## config.mk

```make
export PLATFORM = sky130hd
export DESIGN_NAME = pipe_ctrl
export DESIGN_NICKNAME = d
export VERILOG_FILES = /design/src/rtl/pipe_ctrl.sv
export SDC_FILE = /design/constraint.sdc
export NUM_CORES = 1
export LEC_CHECK = 0
export ABC_AREA = 1
export CAP_MARGIN = 15
export CORE_MARGIN = 2
export CORE_UTILIZATION = 29
export CTS_CLUSTER_DIAMETER = 30
export DETAILED_ROUTE_END_ITERATION = 10
export HOLD_SLACK_MARGIN = 0.15
export PLACE_DENSITY = 0.57
export SYNTH_ARGS = -nofsm -noshare
export SYNTH_HDL_FRONTEND = slang
export SYNTH_SLANG_ARGS = --single-unit
```

## constraint.sdc

```tcl
create_clock -name clk -period 1.8 [get_ports clk]
set_clock_uncertainty 0.05 [all_clocks]
set_input_delay 0.36 -clock clk [delete_from_list [all_inputs] [get_ports clk]]
set_output_delay 0.36 -clock clk [all_outputs]
set_load 0.02 [all_outputs]
```

## src/rtl/pipe_ctrl.sv

```systemverilog
// Pipeline hazard controller: turns ID, EX multicycle and MEM wait hazards into a
// prioritised stall bus, and holds a branch taken during a PC stall until the PC can move.
module pipe_ctrl #(
    parameter int MUL_CYCLES  = 4,
    parameter int MEM_TIMEOUT = 15
) (
    input  logic        clk,
    input  logic        rst,
    input  logic        stallreq_id,
    input  logic        ex_mc_start,
    input  logic        mem_req,
    input  logic        mem_ack,
    input  logic        be_in,
    input  logic [31:0] baddr_in,
    output logic [5:0]  ctrl_stall,
    output logic        be,
    output logic [31:0] baddr,
    output logic        flush,
    output logic        ex_done,
    output logic        mem_err,
    output logic [1:0]  dbg_state_o
);

    typedef enum logic [1:0] {
        S_IDLE     = 2'd0,
        S_EX_WAIT  = 2'd1,
        S_MEM_WAIT = 2'd2
    } state_t;

    localparam logic [5:0] STALL_MEM  = 6'b011111;
    localparam logic [5:0] STALL_EX   = 6'b001111;
    localparam logic [5:0] STALL_ID   = 6'b000111;
    localparam logic [5:0] STALL_NONE = 6'b000000;

    // The EX counter runs from MUL_CYCLES-2 down to 0; zero is the ex_done cycle.
    localparam logic [3:0] EX_LOAD = 4'(MUL_CYCLES - 2);
    localparam logic [7:0] TIMEOUT = 8'(MEM_TIMEOUT);

    state_t      state_q, state_d;
    logic [7:0]  wait_q, wait_d;
    logic [3:0]  ex_cnt_q, ex_cnt_d;
    logic        ex_pend_q, ex_pend_d;
    logic        pend_valid_q, pend_valid_d;
    logic [31:0] pend_addr_q, pend_addr_d;

    logic        mem_stall;
    logic        ex_stall;
    logic        done_c;
    logic        err_c;
    logic        timeout;
    logic [5:0]  stall_pat;
    logic        be_c;

    assign timeout = (wait_q == TIMEOUT);

    // State register
    always_ff @(posedge clk or negedge rst) begin
        if (!rst) begin
            state_q      <= S_IDLE;
            wait_q       <= 8'd0;
            ex_cnt_q     <= 4'd0;
            ex_pend_q    <= 1'b0;
            pend_valid_q <= 1'b0;
            pend_addr_q  <= 32'h0;
        end else begin
            state_q      <= state_d;
            wait_q       <= wait_d;
            ex_cnt_q     <= ex_cnt_d;
            ex_pend_q    <= ex_pend_d;
            pend_valid_q <= pend_valid_d;
            pend_addr_q  <= pend_addr_d;
        end
    end

    // Next-state logic
    always_comb begin
        state_d   = state_q;
        wait_d    = wait_q;
        ex_cnt_d  = ex_cnt_q;
        ex_pend_d = ex_pend_q;
        case (state_q)
            S_IDLE: begin
                if (mem_req && !mem_ack) begin
                    state_d   = S_MEM_WAIT;
                    wait_d    = 8'd0;
                    ex_pend_d = ex_mc_start;
                end else if (ex_mc_start) begin
                    state_d  = S_EX_WAIT;
                    ex_cnt_d = EX_LOAD;
                end
            end
            S_EX_WAIT: begin
                if (ex_cnt_q == 4'd0) begin
                    state_d = S_IDLE;
                end else begin
                    ex_cnt_d = ex_cnt_q - 4'd1;
                end
            end
            S_MEM_WAIT: begin
                if (mem_ack || timeout) begin
                    // A multicycle op that arrived behind the MEM stall starts from its full length.
                    if (ex_pend_q) begin
                        state_d   = S_EX_WAIT;
                        ex_cnt_d  = EX_LOAD;
                        ex_pend_d = 1'b0;
                    end else begin
                        state_d = S_IDLE;
                    end
                end else begin
                    wait_d = wait_q + 8'd1;
                end
            end
            default: begin
                state_d = S_IDLE;
            end
        endcase
    end

    // Output decode: hazard sources from registered state plus current inputs
    always_comb begin
        mem_stall = 1'b0;
        ex_stall  = 1'b0;
        done_c    = 1'b0;
        err_c     = 1'b0;
        case (state_q)
            S_IDLE: begin
                mem_stall = mem_req && !mem_ack;
                ex_stall  = ex_mc_start;
            end
            S_EX_WAIT: begin
                ex_stall = (ex_cnt_q != 4'd0);
                done_c   = (ex_cnt_q == 4'd0);
            end
            S_MEM_WAIT: begin
                mem_stall = !mem_ack && !timeout;
                err_c     = !mem_ack && timeout;
                ex_stall  = ex_pend_q;
            end
            default: begin
                mem_stall = 1'b0;
            end
        endcase

        if (mem_stall) begin
            stall_pat = STALL_MEM;
        end else if (ex_stall) begin
            stall_pat = STALL_EX;
        end else if (stallreq_id) begin
            stall_pat = STALL_ID;
        end else begin
            stall_pat = STALL_NONE;
        end
    end

    // Branch hold: the first branch seen while the PC is frozen is kept until the PC moves.
    always_comb begin
        pend_valid_d = pend_valid_q;
        pend_addr_d  = pend_addr_q;
        if (pend_valid_q && !stall_pat[0]) begin
            pend_valid_d = 1'b0;
        end else if (!pend_valid_q && be_in && stall_pat[0]) begin
            pend_valid_d = 1'b1;
            pend_addr_d  = baddr_in;
        end
    end

    assign be_c = be_in || pend_valid_q;

    // Every output is forced low while reset is held, whatever the inputs do.
    assign ctrl_stall  = rst ? stall_pat : STALL_NONE;
    assign be          = rst && be_c;
    assign baddr       = rst ? (pend_valid_q ? pend_addr_q : baddr_in) : 32'h0;
    assign flush       = rst && be_c && !stall_pat[0];
    assign ex_done     = rst && done_c;
    assign mem_err     = rst && err_c;
    assign dbg_state_o = state_q;

endmodule

```

* Yosys cells after proc, flatten, opt, wreduce, memory -nomap -nowiden
Index checks and enable logic that the tools add are counted.
** Word-level totals
- Register bits after elaboration :: 48
- Output and inout bits :: 44
** Cells by class
- Multiplexer cells :: 30
- Reduce and logical (&&, ||, !) cells :: 27
- Bitwise operators :: 1
- $add $sub $neg :: 2
- Equality and inequality tests :: 12
** Operators by type and width (count)
- 32-bit 2-to-1 mux :: 2
- 4-bit 2-to-1 mux :: 6
- 8-bit 2-to-1 mux :: 2
- 2-bit != test (second input constant) :: 8
- 8-bit case mux with 2 select lines :: 1
- 4-bit case mux with 3 select lines :: 1
- 1-bit logical AND :: 10
- 3-bit AND reduction :: 3
- 8-bit by 1-bit adder with 8-bit output (second input constant) :: 1
- 8-bit by 4-bit == test with 1-bit output (second input constant) :: 1
- 2-bit 2-to-1 mux :: 4
- 1-bit 2-to-1 mux :: 7
- 6-bit 2-to-1 mux :: 1
- 2-bit case mux with 3 select lines :: 1
- 6-bit AND reduction :: 1
- 5-bit 2-to-1 mux :: 1
- 1-bit logical NOT :: 4
- 4-bit logical NOT :: 1
- 1-bit case mux with 2 select lines :: 2
- 2-bit nonzero test :: 2
- 4-bit nonzero test :: 1
- 4-bit by 1-bit subtractor with 4-bit output (second input constant) :: 1
- 3-bit 2-to-1 mux :: 1
- 3-bit != test (second input constant) :: 1
- 8 further kinds :: 9

* Logic depth before layout (Yosys ltp)
Gate-level depths: netlist of run 1.
- Depth in word-level cells :: 9
- Gate-level depth with buffers :: 11
- Depth with buffers taken out :: 10

* Least setup slack after synthesis of run 1
OpenSTA, ideal clock, no wires.
- Kind :: register to output
- Start :: reg state_q[1], in the netlist dbg_state_o[1]
- End :: out ctrl_stall[1]
- Buffers on the path :: 1
- Path slack :: -346 ps
- Cell stages (with the launch flop) :: 10
- Required time :: 1390 ps
- Data arrival time :: 1736 ps
- Cells stage by stage :: dfrtp_1 -> nand2_2 -> clkinv_2 -> nand2_2 -> nor2_4 -> nor2_4 -> nand2_8 -> inv_1 -> nor2_1 -> buf_4
** On the way
- Word-level cells in the longest chain between the ends :: 5
- Elaborated cells on any way between the ends :: 8
- Classes of those cells :: eq/ne: 2; mux: 5; reduce/logical: 1
** Ends and longest elaborated chain
- from (decl) :: line 39 : state_t state_q, state_d;
- from (signal assigned) :: line 66 : state_q <= state_d;
- 2-bit == test, or another cell as far along :: line 125 : case (state_q)
- 1-bit case mux with 3 select lines :: line 125
- 4-bit 2-to-1 mux :: line 146 : end else if (ex_stall) begin
- 5-bit 2-to-1 mux * :: line 144 : if (mem_stall) begin
- 6-bit 2-to-1 mux * :: line 170 : assign ctrl_stall = rst ? stall_pat : STALL_NONE;
- to (decl) :: line 15 : output logic [5:0] ctrl_stall,
Mark *: on every way between the ends. The rest lies on a longest branch, timed or not.

* Final worst setup path of run 1
- Start :: reg wait_q[1]
- End :: out ctrl_stall[2]
** On the way
- Word-level cells in the longest chain between the ends :: 6
** Ends and longest elaborated chain
- from (decl) :: line 40 : logic [7:0] wait_q, wait_d;
- from (signal assigned) :: line 67 : wait_q <= wait_d;
- 8-bit by 4-bit == test with 1-bit output :: line 54 : assign timeout = (wait_q == TIMEOUT);
- 1-bit logical NOT :: line 135 : mem_stall = !mem_ack && !timeout;
- 1-bit logical AND :: line 135
- 1-bit case mux with 2 select lines :: line 125
- 5-bit 2-to-1 mux :: line 144
- 6-bit 2-to-1 mux :: line 170
Every way passes these cells.

==> impl_metrics.json, run 1 <==
{
  "root_buffer": "clkbuf_8",
  "max_freq_ghz": 0.455,
  "max_slew_margin": 0.648,
  "rr_startpoint": "wait_q[1]$_DFFE_PN0P_",
  "pwr-share-seq": 0.250,
  "diodes": 0,
  "cts_buffers": 5,
  "tightest_slew_ns": 0.526,
  "routedWlPerCell_um": 14.8,
  "core_area_um2": 9730,
  "path_class": "flip-flop to output port",
  "r2r_slack_ns": -0.12,
  "cts_tree": "yes",
  "power_mw": 8.06,
  "setup_viol": 36,
  "syn_to_final_growth_pct": 87.8,
  "setup_tns_ns": -4.73,
  "cp-startpoint": "wait_q[1]$_DFFE_PN0P_",
  "drc": 0,
  "ff2ff_path_depth": 13,
  "ys_warn_count": 0,
  "vias_per_cell": 4.63,
  "detail-route-antenna-nets": 0,
  "pwr-share-clk": 0.087,
  "ys_ff_latch": 48,
  "startpoint_type": "flip-flop",
  "drt_iter0_markers": 43,
  "slowest_stage": "dfrtp_1",
  "grt_start_max_net_pins": 34,
  "postSynthCellCount": 389,
  "syn_area_per_cell_um2": 7.46,
  "die_area_um2": 10800,
  "path_common_cell": "nor2_4",
  "worstPathCellList": "ha_4 -> nand3_4 -> nor2_4 -> nor2_4 -> nor2_4 -> buf_12 -> nand2_8 -> inv_4 -> nor2_4 -> buf_6",
  "rsz0062_at_grt": "yes",
  "die_y_um": 104,
  "pwr_density_cell_nw_per_um2": 1480,
  "clk_latency_ns": 0.30,
  "hold_ws_ns": 0.178,
  "ios": 83,
  "min_path_type": "input pin to asynchronous set/reset pin",
  "mappedNetlistNets": 431,
  "firstDrtPassIters": 4,
  "netlist_area_um2": 2900,
  "ir_drop_mv": 0.610,
  "maxCapViolCount": 0,
  "cp_data_arrival_time_ns": 1.79,
  "yosys.area.top_type": "dfrtp_1",
  "yosys-top-cells-area": "dfrtp_1 (41%), nor2_1 (11%), nand2_1 (9.3%)",
  "grt.total_usage": 0.162,
  "setup_ws_ns": -0.398,
  "hpwl_um": 6050,
  "finalHoldViolations": 0,
  "rows": 36,
  "crit_path_end": "ctrl_stall[2]",
  "clk_pin_slew_ns": 0.09,
  "status": "finished with violations",
  "start_util": 0.298,
  "slew_viol_final": 0,
  "leakage_nw": 2.54,
  "n_fill_cell": 880,
  "io_buffers": 81,
  "antenna_found_initial": 0,
  "layout.nets": 602,
  "cp.required_ns": 1.39,
  "cp_max_fo": 4,
  "swShare": 0.450,
  "violations": "negative setup slack",
  "grt_pass1_wl_um": 14600,
  "fp.dieW_um": 104,
  "rr_endpoint": "pend_addr_q[20]$_DFFE_PN0P_",
  "fin_crit_sh": 1.22,
  "wl_um": 10200,
  "h-tree-depth": 2,
  "switchingPower_mw": 3.62,
  "p_int_mw": 4.43,
  "gp_congestion": 0.837,
  "layout-drive-gt1-share": 0.538,
  "synth_top_cell_area_share": 0.414,
  "clk_path_buf_depth": 2,
  "critPathBufInv": 3,
  "critPathCaptureType": "output port",
  "vias": 3215,
  "critical-path-top-delay-family": "simple AND/OR/NAND/NOR gates",
  "min_period_ns": 2.20,
  "overflow": 0,
  "cts_sinks": 48,
  "grt_pass1_vias": 3020,
  "yosysUniqueCellTypes": 29,
  "cp_slowest_stage_delay_ns": 0.42,
  "cp_num_cells": 10,
  "pwr-share-comb": 0.663,
  "synth_seq_area_share": 0.414
}
==> synthesized netlist by cell type <==
| master | count |
|---|---|
| a21oi_1 | 3 |
| buf_1 | 1 |
| buf_12 | 3 |
| buf_4 | 6 |
| buf_6 | 1 |
| clkbuf_1 | 11 |
| clkinv_1 | 1 |
| clkinv_2 | 1 |
| conb_1 | 1 |
| dfrtp_1 | 48 |
| ha_1 | 3 |
| inv_1 | 20 |
| inv_2 | 2 |
| nand2_1 | 72 |
| nand2_2 | 33 |
| nand2_8 | 2 |
| nand3_1 | 37 |
| nand3_4 | 1 |
| nand4_1 | 2 |
| nor2_1 | 86 |
| nor2_2 | 2 |
| nor2_4 | 3 |
| nor3_1 | 1 |
| nor3_2 | 1 |
| nor4_1 | 1 |
| o21a_1 | 1 |
| o21ai_0 | 37 |
| o21ai_1 | 1 |
| xor2_1 | 8 |
==> tightest hold or removal path: cells and delay by family <==
family | cells | cell delay, ns
buffers and inverters | 3 | 0.53
==> kinds of logic after synthesis <==
family	synth area share
compound gates	0.0733
xor+xnor	0.0242
fa+ha+maj	0.0129
buf+inv	0.0871
flops	0.414
other cells	0.00129
simple gates	0.387
==> sequential cells by signal, summed over array words and instances (netlist names) <==
register / cells
dbg_state_o: 2
ex_cnt_q: 4
ex_pend_q: 1
pend_addr_q: 32
pend_valid_q: 1
wait_q: 8
==> cell usage in the layout, fill, tap and decap left out, types with 2 or more instances in the layout <==
cell,synthesis,routed
nand2_8,2,5
inv_4,0,2
o21ai_1,1,12
buf_8,0,3
clkdlybuf4s50_1,0,37
nand3_2,0,11
buf_2,0,3
nand2_4,0,9
inv_1,20,13
buf_6,1,31
nand2_1,72,59
nand4_1,2,2
clkbuf_8,0,6
nor2_2,2,14
clkbuf_16,0,4
dfrtp_2,0,2
buf_4,6,92
nor2_4,3,43
o21ai_0,37,10
nor2_1,86,34
buf_16,0,2
a21oi_1,3,3
xor2_1,8,8
nand2_2,33,37
inv_2,2,6
o21ai_2,0,16
dlygate4sd3_1,0,3
nand3_4,1,2
ha_1,3,2
buf_12,3,6
nand3_1,37,25
dfrtp_1,48,46
==> routing by layer <==
layer | part of all wire | up-vias | GRT usage | wire length, µm
met1 | 0.43 | 1555 | 0.217 | 4370
li1 | - | 1580 | - | -
met2 | 0.53 | 72 | 0.275 | 5400
met5 | 0 | - | 0 | 0
met3 | 0.040 | 8 | 0.0313 | 406
met4 | 0.0068 | 0 | 0.0241 | 70
==> power by group through the flow <==
stage / clock [mW] / sequential (mW) / combinational, mW
floorplan: 0 / 1.81 / 2.08
global placement: 0 / 1.82 / 3.46
detailed placement: 0 / 1.83 / 3.52
CTS: 0.719 / 1.80 / 3.67
global route: 0.763 / 2.06 / 5.73
finish: 0.703 / 2.01 / 5.34
==> how the worst min path moves through the flow <==
| stage | slack, ns | to | depth (start not counted) | start |
|---|---|---|---|---|
| finish | 0.18 | wait_q[7]$_DFFE_PN0P_ | 3 | rst |
| global route | 0.19 | pend_addr_q[30]$_DFFE_PN0P_ | 3 | rst |
| global placement | 0.35 | pend_addr_q[15]$_DFFE_PN0P_ | 2 | rst |
| floorplan | 0.01 | dbg_state_o[0]$_DFFE_PN0P_ | 0 | rst |
| detailed placement | 0.35 | pend_addr_q[15]$_DFFE_PN0P_ | 2 | rst |
| CTS | 0.16 | wait_q[2]$_DFFE_PN0P_ | 3 | rst |
==> through the flow <==
step / area (µm²) / setup slack [ns] / util / cells
5_1_grt: 5450 / -0.474 / 0.560 / 694
4_1_cts: 4510 / -0.394 / 0.464 / 677
3_5_place_dp: 4310 / -0.732 / 0.443 / 652
6_report: 5450 / -0.398 / 0.560 / 694
3_3_place_gp: 4310 / -0.705 / 0.443 / 652
2_1_floorplan: 2950 / -0.0958 / - / 389
==> timing repair <==
| item | CTS | global route |
|---|---|---|
| gates resized for setup | 218 | 226 |
| setup endpoints to repair | 75 | 86 |
| buffers inserted | 13 | 13 |
| pin swaps | 10 | 42 |
| hold buffers | 3 | 0 |
| endpoints found under the hold margin | 9 | 0 |
| cloned | 2 | 8 |
==> layout make-up <==
| type | instances | area [µm²] | area share |
|---|---|---|---|
| Clock inverter | 1 | 7.51 | 0.00138 |
| Inverter | 24 | 118 | 0.0216 |
| Tap cell | 133 | 166 | 0.0306 |
| Timing Repair Buffer | 183 | 1790 | 0.329 |
| Clock buffer | 7 | 86.3 | 0.0159 |
| Sequential cell | 48 | 1200 | 0.221 |
| Multi-Input combinational cell | 298 | 2080 | 0.381 |
(Power assumes the default switching activity.)
==> run 2, diff against run 1 <==
--- a/config.mk
+++ b/config.mk
@@ -5,14 +5,14 @@
 export SDC_FILE = /design/constraint.sdc
 export NUM_CORES = 1
 export LEC_CHECK = 0
-export ABC_AREA = 1
 export CAP_MARGIN = 15
 export CORE_MARGIN = 2
 export CORE_UTILIZATION = 29
 export CTS_CLUSTER_DIAMETER = 30
 export DETAILED_ROUTE_END_ITERATION = 10
 export HOLD_SLACK_MARGIN = 0.15
-export PLACE_DENSITY = 0.57
+export PLACE_DENSITY = 0.58
+export SKIP_CTS_REPAIR_TIMING = 1
 export SYNTH_ARGS = -nofsm -noshare
 export SYNTH_HDL_FRONTEND = slang
 export SYNTH_SLANG_ARGS = --single-unit
==> run 2 against run 1 <==
The run still ends with negative setup slack left. Combinational power decreased by 19%. Sequential power shrank 9%. Critical path depth shrank 4. Register-to-register slack got worse by 0.46 ns. Final cell count fell by 27%. Synthesized area shrank 6.9%. Synthesized cell count shrank 38%. First-iteration DRC count increased by 28%. Critical path type unchanged. Critical endpoint is now flush. Largest cell class unchanged.
==> impl_metrics.json, run 2 <==
{
  "status": "finished with violations",
  "violations": "negative setup slack",
  "cp_data_arrival_time_ns": 2.08,
  "synth_seq_area_share": 0.445,
  "pwr-share-clk": 0.106,
  "top_register": "pend_addr_q",
  "clk_path_buf_depth": 2,
  "clk_pin_slew_ns": 0.09,
  "syn_to_final_growth_pct": 71.5,
  "layout-drive-gt1-share": 0.481,
  "use_met1": 0.172,
  "cts_sinks": 48,
  "min_period_ns": 2.49,
  "yosys-top-cells-area": "dfrtp_1 (44%), mux2_2 (13%), mux2i_1 (12%)",
  "clk_latency_ns": 0.31,
  "grt_start_max_net_pins": 36,
  "critPathCaptureType": "output port",
  "async_flop_share": 1.00,
  "max_freq_ghz": 0.402,
  "cp_max_fo": 2,
  "vias_per_cell": 4.69,
  "rows": 35,
  "io_buffers": 81,
  "grt_busiest_layer": "met2",
  "root_buffer": "clkbuf_8",
  "yosys.area.top_type": "dfrtp_1",
  "fin_crit_sh": 1.38,
  "grt_use_met3": 0.0485,
  "instances_no_fill": 508,
  "hpwl_um": 4900,
  "path_class": "flip-flop to output port",
  "detail-route-antenna-nets": 0,
  "startpoint_type": "flip-flop",
  "diodes": 0,
  "ys_ff_latch": 48,
  "layout.nets": 438,
  "routedWlPerCell_um": 14.9,
  "leakage_nw": 2.29,
  "synth_edf_count": 0,
  "slew_viol_final": 0,
  "syn_area_per_cell_um2": 11.2,
  "antenna_found_initial": 0,
  "stdcell_area_um2": 4630,
  "vias": 2385,
  "final_common_cell": "buf_4",
  "gp_congestion": 0.836,
  "cts_tree": "yes",
  "ir_drop_mv": 0.565,
  "hold_ws_ns": 0.465,
  "ios": 83,
  "core_area_um2": 9150,
  "pwr-share-seq": 0.265,
  "yosysUniqueCellTypes": 41,
  "grt.total_usage": 0.138,
  "pwr-share-comb": 0.629,
  "pwr_density_cell_nw_per_um2": 1490,
  "met2_usage": 0.228,
  "overflow": 0,
  "setup_viol": 81,
  "cts_buffers": 5,
  "rsz0062_at_grt": "yes",
  "wl_um": 7550,
  "drt_iter0_markers": 55,
  "setup_ws_ns": -0.687,
  "placedCellCount": 464,
  "synth_top_cells_by_count": "dfrtp_1 (48), nor2b_1 (36), mux2i_1 (33)",
  "synth_top_cell_area_share": 0.445,
  "swShare": 0.352,
  "top_regs": "pend_addr_q: 32 flops, wait_q: 8 flops, ex_cnt_q: 4 flops",
  "drc": 0,
  "final_cell_mix": "buf_4 (82), dfrtp_1 (47), clkdlybuf4s50_1 (37), nor2b_1 (35), mux2i_1 (32)",
  "synth_most_common_cell": "dfrtp_1",
  "die_area_um2": 10100,
  "mappedNetlistNets": 283,
  "switchingPower_mw": 2.43,
  "placed_area_um2": 4020,
  "postSynthCellCount": 241,
  "p_int_mw": 4.48,
  "finalHoldViolations": 0,
  "firstDrtPassIters": 4,
  "power_mw": 6.91,
  "grt_pass1_wl_um": 11100,
  "synth_flop_cell": "dfrtp_1",
  "maxCapViolCount": 0,
  "die_y_um": 100,
  "start_util": 0.295,
  "netlist_area_um2": 2700,
  "fp.dieW_um": 100,
  "h-tree-depth": 2,
  "cp.required_ns": 1.39,
  "largest_register_ffs": 32,
  "ys_warn_count": 0,
  "min_path_type": "flip-flop to flip-flop",
  "grt_pass1_vias": 2314
}
run 2: cell types whose count changed after synthesis, sizes merged, moves of 32 or more:
cell | before | now
nand2 | 107 | 9
nor2 | 91 | 7
nor2b | 0 | 36
nand3 | 38 | 4
mux2i | 0 | 33
o21ai | 38 | 5
mux2 | 0 | 32
run 2: cell type report:
class	instances	area (µm²)
clock buffer	8	100
fill	850	4520
inverter	6	22.5
multi-input combinational	170	1600
sequential	48	1200
tap	111	139
timing repair buffer	165	1560
run 2: worst max-delay path: stages (launching register included):
cell and delay [ns]:
dfrtp_1 0.39, or4_4 0.55, o21a_4 0.23, nor4_4 0.19, buf_4 0.17, and2_4 0.13, buf_6 0.11
run 2: final timing paths:
kind	startpoint	endpoint	slack, ns	cells after the start
min in group asynchronous	rst	pend_valid_q$_DFFE_PN0P_	0.67	3
hold reg to reg	pend_addr_q[25]$_DFFE_PN0P_	pend_addr_q[25]$_DFFE_PN0P_	0.46	1
max in group asynchronous	rst	pend_addr_q[27]$_DFFE_PN0P_	0.67	4
setup reg to reg	wait_q[5]$_DFFE_PN0P_	pend_addr_q[8]$_DFFE_PN0P_	-0.58	7
hold / removal	pend_addr_q[25]$_DFFE_PN0P_	pend_addr_q[25]$_DFFE_PN0P_	0.46	1
setup / recovery	wait_q[5]$_DFFE_PN0P_	flush	-0.69	6
run 2: routing by layer:
layer,part of all wire,up-vias
met3,0.064,11
met5,0,-
met4,0.013,0
met2,0.49,62
li1,-,1148
met1,0.43,1164
run 2: cells by family (layout without fill, tap and decap cells):
kind of cell             Yosys count  after routing  share of synthesized area
AO/OA/AOI/OAI                     19             19                     0.0565
flip-flops                        48             48                      0.445
multiplexers                      65             65                      0.256
buffers and inverters             23            179                     0.0445
other                              1              1                    0.00139
adder cells (fa/ha/maj)            3              3                     0.0139
AND/OR/NAND/NOR                   79             79                      0.173
XOR/XNOR                           3              3                    0.00973
run 2: per-stage QoR:
stage / setup WS [ns] / setup TNS [ns] / utilization
3_5_place_dp: -1.00 / -39.85 / 0.439
3_3_place_gp: -0.989 / -38.08 / 0.439
6_report: -0.687 / -34.90 / 0.506
5_1_grt: -0.773 / -40.91 / 0.506
4_1_cts: -1.37 / -46.37 / 0.450
2_1_floorplan: -0.505 / -18.03 / -
run 2: power by group through the flow:
stage               logic [mW]  clock network [mW]  registers [mW]
detailed placement        3.31                   0            1.82
floorplan                 1.98                   0            1.77
finish                    4.34               0.732            1.83
global placement          3.28                   0            1.79
global route              4.66               0.805            1.89
CTS                       3.34               0.764            1.80
==> run 3, diff against run 2 <==
--- a/config.mk
+++ b/config.mk
@@ -7,11 +7,11 @@
 export LEC_CHECK = 0
 export CAP_MARGIN = 15
 export CORE_MARGIN = 2
-export CORE_UTILIZATION = 29
+export CORE_UTILIZATION = 42
 export CTS_CLUSTER_DIAMETER = 30
 export DETAILED_ROUTE_END_ITERATION = 10
 export HOLD_SLACK_MARGIN = 0.15
-export PLACE_DENSITY = 0.58
+export PLACE_DENSITY = 0.78
 export SKIP_CTS_REPAIR_TIMING = 1
 export SYNTH_ARGS = -nofsm -noshare
 export SYNTH_HDL_FRONTEND = slang
==> run 3 against run 2 <==
The run still ends with negative setup slack left. Largest power group unchanged. Final cell count is 6.7% lower. Sequential share of layout area is 0.082 points higher. Critical path depth unchanged. Setup slack lost 0.051 ns.
==> impl_metrics.json, run 3 (synthesized netlist as in run 2, its figures left out) <==
{
  "cp.required_ns": 1.39,
  "swShare": 0.362,
  "rows": 29,
  "top_regs": "pend_addr_q: 32 flops, wait_q: 8 flops, ex_cnt_q: 4 flops",
  "finalHoldViolations": 0,
  "clk_latency_ns": 0.31,
  "startpoint_type": "flip-flop",
  "antenna_found_initial": 0,
  "setup_ws_ns": -0.738,
  "worstPathCellList": "or4_4 -> o21a_4 -> nor4_4 -> buf_4 -> nor2b_4 -> clkbuf_2",
  "diodes": 0,
  "core_area_um2": 6280,
  "seqCellArea_um2": 1200,
  "path_class": "flip-flop to output port",
  "ir_drop_mv": 0.804,
  "violations": "negative setup slack",
  "drt_iter0_markers": 88,
  "top_register": "pend_addr_q",
  "final_common_cell": "buf_4",
  "instances_no_fill": 474,
  "wl_um": 8260,
  "routedWlPerCell_um": 17.4,
  "tightest_slew_ns": 0.525,
  "cts_tree": "yes",
  "setup_tns_ns": -31.96,
  "cp_max_fo": 3,
  "max_slew_margin": 0.649,
  "status": "finished with violations",
  "slew_viol_final": 0,
  "fin_crit_sh": 1.41,
  "detail-route-antenna-nets": 0,
  "fin_util": 0.737,
  "pwr-share-comb": 0.616,
  "largest_register_ffs": 32,
  "final_cell_mix": "buf_4 (79), dfrtp_1 (45), clkdlybuf4s50_1 (36), nor2b_1 (35)",
  "min_path_type": "input pin to asynchronous set/reset pin",
  "layout.nets": 438,
  "grt.total_usage": 0.179,
  "n_fill_cell": 438,
  "grt_start_max_net_pins": 42,
  "overflow": 0,
  "cts_sinks": 48,
  "layout-drive-gt1-share": 0.489,
  "clk_path_buf_depth": 2,
  "vias_per_cell": 5.21,
  "grt_pass1_vias": 2322,
  "vias": 2470,
  "ios": 83,
  "gp_congestion": 0.829,
  "cp_slowest_stage_delay_ns": 0.57,
  "fp.dieW_um": 84.2,
  "critPathCaptureType": "output port",
  "leakage_nw": 2.36,
  "cts_buffers": 5,
  "firstDrtPassIters": 4,
  "min_period_ns": 2.54,
  "slowest_stage": "or4_4",
  "multiInputGateArea_um2": 1690,
  "io_buffers": 81,
  "pwr-share-clk": 0.116,
  "cp_data_arrival_time_ns": 2.13,
  "setup_viol": 73,
  "grt_pass1_wl_um": 10300,
  "placedCellCount": 430,
  "rsz0062_at_grt": "yes",
  "syn_to_final_growth_pct": 71.3,
  "start_util": 0.430,
  "p_int_mw": 4.45,
  "maxCapViolCount": 0,
  "die_area_um2": 7090,
  "max_freq_ghz": 0.394,
  "die_y_um": 84.2,
  "pwr-share-seq": 0.268,
  "power_mw": 6.97,
  "clk_pin_slew_ns": 0.10,
  "hpwl_um": 4540,
  "pwr_density_cell_nw_per_um2": 1510,
  "drc": 0,
  "root_buffer": "clkbuf_8",
  "h-tree-depth": 2,
  "switchingPower_mw": 2.52
}
-- run 3: changes by cell type in the layout (fill, tap and decap cells not counted), sizes merged --
cell           before  now
clkdlybuf4s50      37   36
bufinv              0    1
inv                 6    7
clkinvlp            0    1
clkbuf             10   20
buf               123  107
dlymetal6s2s        2    4
dlygate4sd3         1    3
-- run 3: cell type report --
| class | instances | area share |
|---|---|---|
| Clock buffer | 5 | 0.0149 |
| Clock inverter | 3 | 0.0100 |
| Inverter | 6 | 0.00487 |
| Multi-Input combinational cell | 170 | 0.365 |
| Sequential cell | 48 | 0.260 |
| Tap cell | 77 | 0.0208 |
| Timing Repair Buffer | 165 | 0.324 |
-- run 3: metrics by stage --
| stage | cell area [µm²] | setup slack (ns) | hold slack (ns) |
|---|---|---|---|
| 6_report | 4630 | -0.738 | 0.177 |
| 5_1_grt | 4630 | -0.797 | 0.184 |
| 4_1_cts | 4080 | -1.27 | -0.0247 |
| 3_5_place_dp | 3960 | -0.926 | 0.314 |
| 3_3_place_gp | 3960 | -0.893 | 0.304 |
| 2_1_floorplan | 2760 | -0.505 | 0.0144 |
-- run 3: power by group through the flow --
stage | combinational (mW) | sequential [mW] | clock (mW)
5_1_grt | 4.57 | 1.92 | 0.884
2_1_floorplan | 1.98 | 1.77 | 0
6_report | 4.29 | 1.87 | 0.812
3_3_place_gp | 3.16 | 1.78 | 0
3_5_place_dp | 3.24 | 1.81 | 0
4_1_cts | 3.25 | 1.79 | 0.829
-- run 3: critical path, delay by kind of cell, from the launching register on --
kind | cells | cell delay, ns
simple gates | 3 | 0.85
buf+inv | 2 | 0.32
compound gates | 1 | 0.23
flops | 1 | 0.41
-- run 3: layer usage --
layer | vias up | GRT usage | wire length [µm]
met5 | - | 0 | 0
met4 | 0 | 0.0557 | 155
met3 | 13 | 0.0403 | 380
met2 | 70 | 0.325 | 4410
met1 | 1241 | 0.209 | 3320
li1 | 1146 | - | -
-- run 3: worst paths after layout --
check                                           startpoint  cells after the start                          end  slack, ns
worst max-delay path                 wait_q[5]$_DFFE_PN0P_                      6                ctrl_stall[2]      -0.74
worst min-delay path                                   rst                      3  pend_addr_q[19]$_DFFE_PN0P_       0.18
worst max register to register       wait_q[5]$_DFFE_PN0P_                      8  pend_addr_q[28]$_DFFE_PN0P_      -0.73
worst min register to register  pend_addr_q[5]$_DFFE_PN0P_                      1   pend_addr_q[5]$_DFFE_PN0P_       0.47
max in group asynchronous                              rst                      3  pend_addr_q[26]$_DFFE_PN0P_       0.55
min in group clk                pend_addr_q[5]$_DFFE_PN0P_                      1   pend_addr_q[5]$_DFFE_PN0P_       0.47
